[src/rtl/inst_encode.sv]
// inst_encode: packs decoded RV32I fields into a 32-bit instruction word.
// Input and output use valid/ready; results pass through a registered two-entry buffer.
module inst_encode #(
  parameter int CNT_W     = 16,
  parameter bit CHECK_IMM = 1'b1
) (
  input  logic             clk,
  input  logic             rst,
  input  logic             in_valid,
  output logic             in_ready,
  input  logic [2:0]       fmt,
  input  logic [6:0]       opcode,
  input  logic [2:0]       funct3,
  input  logic [6:0]       funct7,
  input  logic [4:0]       rd,
  input  logic [4:0]       rs1,
  input  logic [4:0]       rs2,
  input  logic [31:0]      imm,
  output logic             out_valid,
  input  logic             out_ready,
  output logic [31:0]      inst,
  output logic             invalid,
  output logic [CNT_W-1:0] err_count
);

  localparam logic [2:0] FMT_R = 3'd0;
  localparam logic [2:0] FMT_I = 3'd1;
  localparam logic [2:0] FMT_S = 3'd2;
  localparam logic [2:0] FMT_B = 3'd3;
  localparam logic [2:0] FMT_U = 3'd4;
  localparam logic [2:0] FMT_J = 3'd5;

  typedef enum logic [1:0] {
    EMPTY = 2'd0,
    ONE   = 2'd1,
    TWO   = 2'd2
  } buf_state_t;

  // True when the bits selected by mask are all copies of one sign bit.
  function automatic logic sext_fits(input logic [31:0] v, input logic [31:0] mask);
    return ((v & mask) == 32'd0) || ((v & mask) == mask);
  endfunction

  function automatic logic imm_legal(input logic [2:0] f, input logic [31:0] v);
    logic ok;
    case (f)
      FMT_R:        ok = 1'b1;
      FMT_I, FMT_S: ok = sext_fits(v, 32'hFFFF_F800);
      FMT_B:        ok = sext_fits(v, 32'hFFFF_F000) && !v[0];
      FMT_U:        ok = (v[11:0] == 12'd0);
      FMT_J:        ok = sext_fits(v, 32'hFFF0_0000) && !v[0];
      default:      ok = 1'b0;
    endcase
    return ok;
  endfunction

  function automatic logic [31:0] pack_word(
    input logic [2:0]  f,
    input logic [6:0]  op,
    input logic [2:0]  f3,
    input logic [6:0]  f7,
    input logic [4:0]  d,
    input logic [4:0]  s1,
    input logic [4:0]  s2,
    input logic [31:0] v
  );
    logic [31:0] w;
    case (f)
      FMT_R:   w = {f7, s2, s1, f3, d, op};
      FMT_I:   w = {v[11:0], s1, f3, d, op};
      FMT_S:   w = {v[11:5], s2, s1, f3, v[4:0], op};
      FMT_B:   w = {v[12], v[10:5], s2, s1, f3, v[4:1], v[11], op};
      FMT_U:   w = {v[31:12], d, op};
      FMT_J:   w = {v[20], v[10:1], v[11], v[19:12], d, op};
      default: w = 32'd0;
    endcase
    return w;
  endfunction

  buf_state_t       state_r, next_state_s;
  logic             in_ready_r, out_valid_r;
  logic [31:0]      inst_r, skid_inst_r, enc_inst_s;
  logic             invalid_r, skid_invalid_r, enc_bad_s;
  logic [CNT_W-1:0] err_count_r;
  logic             in_xfer_s, out_xfer_s;
  logic             load_out_s, load_skid_s, move_skid_s;

  assign in_xfer_s  = in_valid & in_ready_r;
  assign out_xfer_s = out_valid_r & out_ready;

  // Encode the offered bundle; illegal bundles yield a zero word.
  always_comb begin
    enc_bad_s = 1'b0;
    if (fmt > FMT_J) begin
      enc_bad_s = 1'b1;
    end else if (opcode[1:0] != 2'b11) begin
      enc_bad_s = 1'b1;
    end else if (CHECK_IMM && !imm_legal(fmt, imm)) begin
      enc_bad_s = 1'b1;
    end else begin
      enc_bad_s = 1'b0;
    end
    if (enc_bad_s) begin
      enc_inst_s = 32'd0;
    end else begin
      enc_inst_s = pack_word(fmt, opcode, funct3, funct7, rd, rs1, rs2, imm);
    end
  end

  // Buffer occupancy transitions and the load strobes they imply.
  always_comb begin
    next_state_s = state_r;
    load_out_s   = 1'b0;
    load_skid_s  = 1'b0;
    move_skid_s  = 1'b0;
    case (state_r)
      EMPTY: begin
        if (in_xfer_s) begin
          next_state_s = ONE;
          load_out_s   = 1'b1;
        end else begin
          next_state_s = EMPTY;
        end
      end
      ONE: begin
        if (in_xfer_s && out_xfer_s) begin
          next_state_s = ONE;
          load_out_s   = 1'b1;
        end else if (in_xfer_s) begin
          next_state_s = TWO;
          load_skid_s  = 1'b1;
        end else if (out_xfer_s) begin
          next_state_s = EMPTY;
        end else begin
          next_state_s = ONE;
        end
      end
      TWO: begin
        if (out_xfer_s) begin
          next_state_s = ONE;
          move_skid_s  = 1'b1;
        end else begin
          next_state_s = TWO;
        end
      end
      default: next_state_s = EMPTY;
    endcase
  end

  // State plus registered handshake flags, so in_ready never sees out_ready combinationally.
  always_ff @(posedge clk) begin
    if (rst) begin
      state_r     <= EMPTY;
      out_valid_r <= 1'b0;
      in_ready_r  <= 1'b1;
    end else begin
      state_r     <= next_state_s;
      out_valid_r <= (next_state_s != EMPTY);
      in_ready_r  <= (next_state_s != TWO);
    end
  end

  // Output register and skid entry.
  always_ff @(posedge clk) begin
    if (rst) begin
      inst_r         <= 32'd0;
      invalid_r      <= 1'b0;
      skid_inst_r    <= 32'd0;
      skid_invalid_r <= 1'b0;
    end else begin
      if (load_out_s) begin
        inst_r    <= enc_inst_s;
        invalid_r <= enc_bad_s;
      end else if (move_skid_s) begin
        inst_r    <= skid_inst_r;
        invalid_r <= skid_invalid_r;
      end
      if (load_skid_s) begin
        skid_inst_r    <= enc_inst_s;
        skid_invalid_r <= enc_bad_s;
      end
    end
  end

  // Count delivered invalid results, saturating at all-ones.
  always_ff @(posedge clk) begin
    if (rst) begin
      err_count_r <= {CNT_W{1'b0}};
    end else if (out_xfer_s && invalid_r && (err_count_r != {CNT_W{1'b1}})) begin
      err_count_r <= err_count_r + CNT_W'(1);
    end
  end

  assign in_ready  = in_ready_r;
  assign out_valid = out_valid_r;
  assign inst      = inst_r;
  assign invalid   = invalid_r;
  assign err_count = err_count_r;

endmodule
[config.mk]
export PLATFORM = sky130hd
export DESIGN_NAME = inst_encode
export DESIGN_NICKNAME = d
export VERILOG_FILES = /design/src/rtl/inst_encode.sv
export SDC_FILE = /design/constraint.sdc
export NUM_CORES = 1
export LEC_CHECK = 0
export ABC_AREA = 1
export CORE_MARGIN = 8
export CORE_UTILIZATION = 35
export DETAILED_ROUTE_END_ITERATION = 10
export RECOVER_POWER = 50
export SYNTH_ARGS = -nofsm -noshare
export SYNTH_HDL_FRONTEND = slang
export SYNTH_SLANG_ARGS = --single-unit
[constraint.sdc]
create_clock -name clk -period 2 [get_ports clk]
set_input_delay 0.3 -clock clk [delete_from_list [all_inputs] [get_ports clk]]
set_output_delay 0.3 -clock clk [all_outputs]
set_load 0.05 [all_outputs]
==> results of run 1 <==
final cells by class:
class                   count  area (µm²)
clock inverters             6         110
fillers                  1306        6110
multi-input cells         524        2470
well taps                 172         215
clock buffers              10         229
flip-flops and latches     86        1720
inverters                  48         180
repair buffers            168        1630
metal layers:
metal | up-vias | wire length, µm
li1 | 2607 | -
met1 | 2350 | 6520
met2 | 174 | 7310
met3 | 14 | 1340
met4 | 0 | 201
met5 | - | 0
worst max-delay path by stage:
| stage | depth (start not counted) | startpoint | slack [ns] | end |
|---|---|---|---|---|
| finish | 1 | err_count[6] | 0.09 | err_count[6] |
| global route | 9 | fmt[1] | 0.01 | skid_inst_r[1] |
| CTS | 1 | err_count[13] | 0.08 | err_count[13] |
| detailed placement | 9 | fmt[1] | -0.16 | skid_inst_r[10] |
| global placement | 9 | fmt[1] | -0.15 | inst[10] |
| floorplan | 11 | out_valid | 0.07 | inst[12] |
cells by family (layout without fill, tap and decap cells):
family | after synthesis | after routing | synth area share
and+or+nand+nor | 379 | 379 | 0.367
AOI/OAI and AO/OA | 139 | 139 | 0.165
DFF | 86 | 86 | 0.376
buffers and inverters | 85 | 232 | 0.0776
adders and majority gates | 3 | 3 | 0.00820
xor gates and xnor gates | 3 | 3 | 0.00574
stage by stage:
stage | cells | utilization | total power, mW | TNS (ns)
floorplan | 695 | - | 2.68 | 0
global route | 1014 | 0.518 | 5.30 | 0
detailed placement | 998 | 0.495 | 3.24 | -7.44
CTS | 1014 | 0.522 | 5.14 | 0
finish | 1014 | 0.518 | 5.05 | 0
global placement | 998 | 0.495 | 3.23 | -6.46
synthesized netlist by cell type, drive strengths merged (3+ instances only):
cell,count
clkbuf,28
dfxtp,86
inv,46
nand4,3
o211ai,12
nor2,50
buf,9
a21oi,79
ha,3
nand3,112
o21ai,40
nand2,199
nor3,11
power by group:
group	leakage [nW]	switching [mW]	internal, mW
Sequential	0.702	0.0706	1.85
Clock	0.159	0.673	1.22
Combinational	1.87	0.772	0.475
Total	2.73	1.52	3.54
state kept, by name, summed over array words and instances, names as in the netlist:
name and flops:
skid_invalid_r 1, state_r 2, invalid 1, err_count 16
inst 32, out_valid 1, skid_inst_r 32, in_ready 1
==> metrics.cfg, run 1 <==
[logic_synthesis]
synth.avg_cell_area_um2=6.59
yosysTopAreaCellShare=0.376
synth_top_flop_cell=dfxtp_1
yosys.area.top_type=dfxtp_1
synth_top_cells_by_area=dfxtp_1 38%, nand2_1 16%, nand3_1 11%
ys_types=32
yosysSeqAreaShare=0.376
yosysWarnings=0
synthArstFlopShare=0
yosys_register_bits=86
synth_edf_count=0
synth_cells=695
synth_nets=769
syn_area_um2=4580

[critical_path]
worstReg2RegStart=state_r[1]
path_delay_family=buffers and inverters
reg2regPathDepth=8
crit_type=flip-flop to output pin
endpoint_kind=output pin
cp_slowest_stage_delay_ns=0.85
critPathSlowestCell=clkdlybuf4s50_1
critPathBufInv=1
path_cells=clkdlybuf4s50_1
worstPathRequired_ns=1.70
rrSetupSlack_ns=0.21
r2r-end=inst[0]
critPathMaxFanout=5
arrival_ns=1.61
cp-start-kind=flip-flop

[run_status]
outcome=finished clean

[clock_tree]
cts_buffers=9
path_clk_slew_ns=0.06
post_cts_resized=0
clock_latency_ns=0.34
cts_buffer_depth=2
post_cts.repair.setup_buffers=0
cts_tree=built
cts_hold_buf=0
cts.sinks=86
cts_root_buf=clkbuf_16
htreeDepth=3

[sta]
hold_viol_final=0
finClkSkew_ns=0.00768
rsz0062_at_grt=false
setup_viol_count_final=0
maxSlewViolCount=0
holdWs_ns=0.474
maxSlewHeadroom=0.544
min_period_over_period=0.954
worst_pin_slew_ns=0.683
fin_crit_ns=1.91
fin_ws_ns=0.0912
fmax_ghz=0.524

[floorplanning]
dieArea_um2=17000
rows=41
initial_core_util=0.361
die_h_um=130
die_x_um=130
io_pins=122
core_area_um2=12700

[placement]
dpl_worst_slack_ns=-0.164
place_area_um2=6270
io_buffers=121
place_congestion=0.907
dp_hpwl_mm=11.4

[min_path]
hold_end=skid_inst_r[0]
worstHoldStart=skid_inst_r[0]
hold_path_depth=2
hold_path_class=flip-flop to flip-flop

[final_layout]
design_area_um2=6560
num-nets-final=911
drive_gt1_frac=0.0926
final_cell_mix=196 x nand2_1, 106 x nand3_1, 86 x clkdlybuf4s50_1
layout_commonest_cell=nand2_1
area_growth_syn_to_layout_pct=43.4
n_antenna_cell=0

[power]
power_per_cell_area_nw_per_um2=770
leakagePower_nw=2.73
worst_ir_drop_vdd_uv=508

[drt]
via_count=5145
drc_errors=0
drt_first_iter_violations=294
drtPass1Iterations=5
routedWlPerCell_um=15.2
viasPerCell=5.07
totalWireLength_mm=15.4
final_antenna_net_count=0

[global_route]
track_usage=0.187
groute.layer.met3.usage=0.0669
first_global_vias=5152
antenna_found_initial=0
grt_start_max_net_pins=73
grt_use_met2=0.321
grt_overflow_total=0
gr-usage-met1=0.216
grt.busiest_layer=met2
grt_pass1_wl_mm=25.5

[job]
maxCapViolations=0

(Power assumes the default switching activity.)
==> run 2, diff against run 1 <==
Settings changed: TNS_END_PERCENT set to 1.
==> results of run 2 <==
No change in the layout: final DEF, timing and power equal those of run 1.
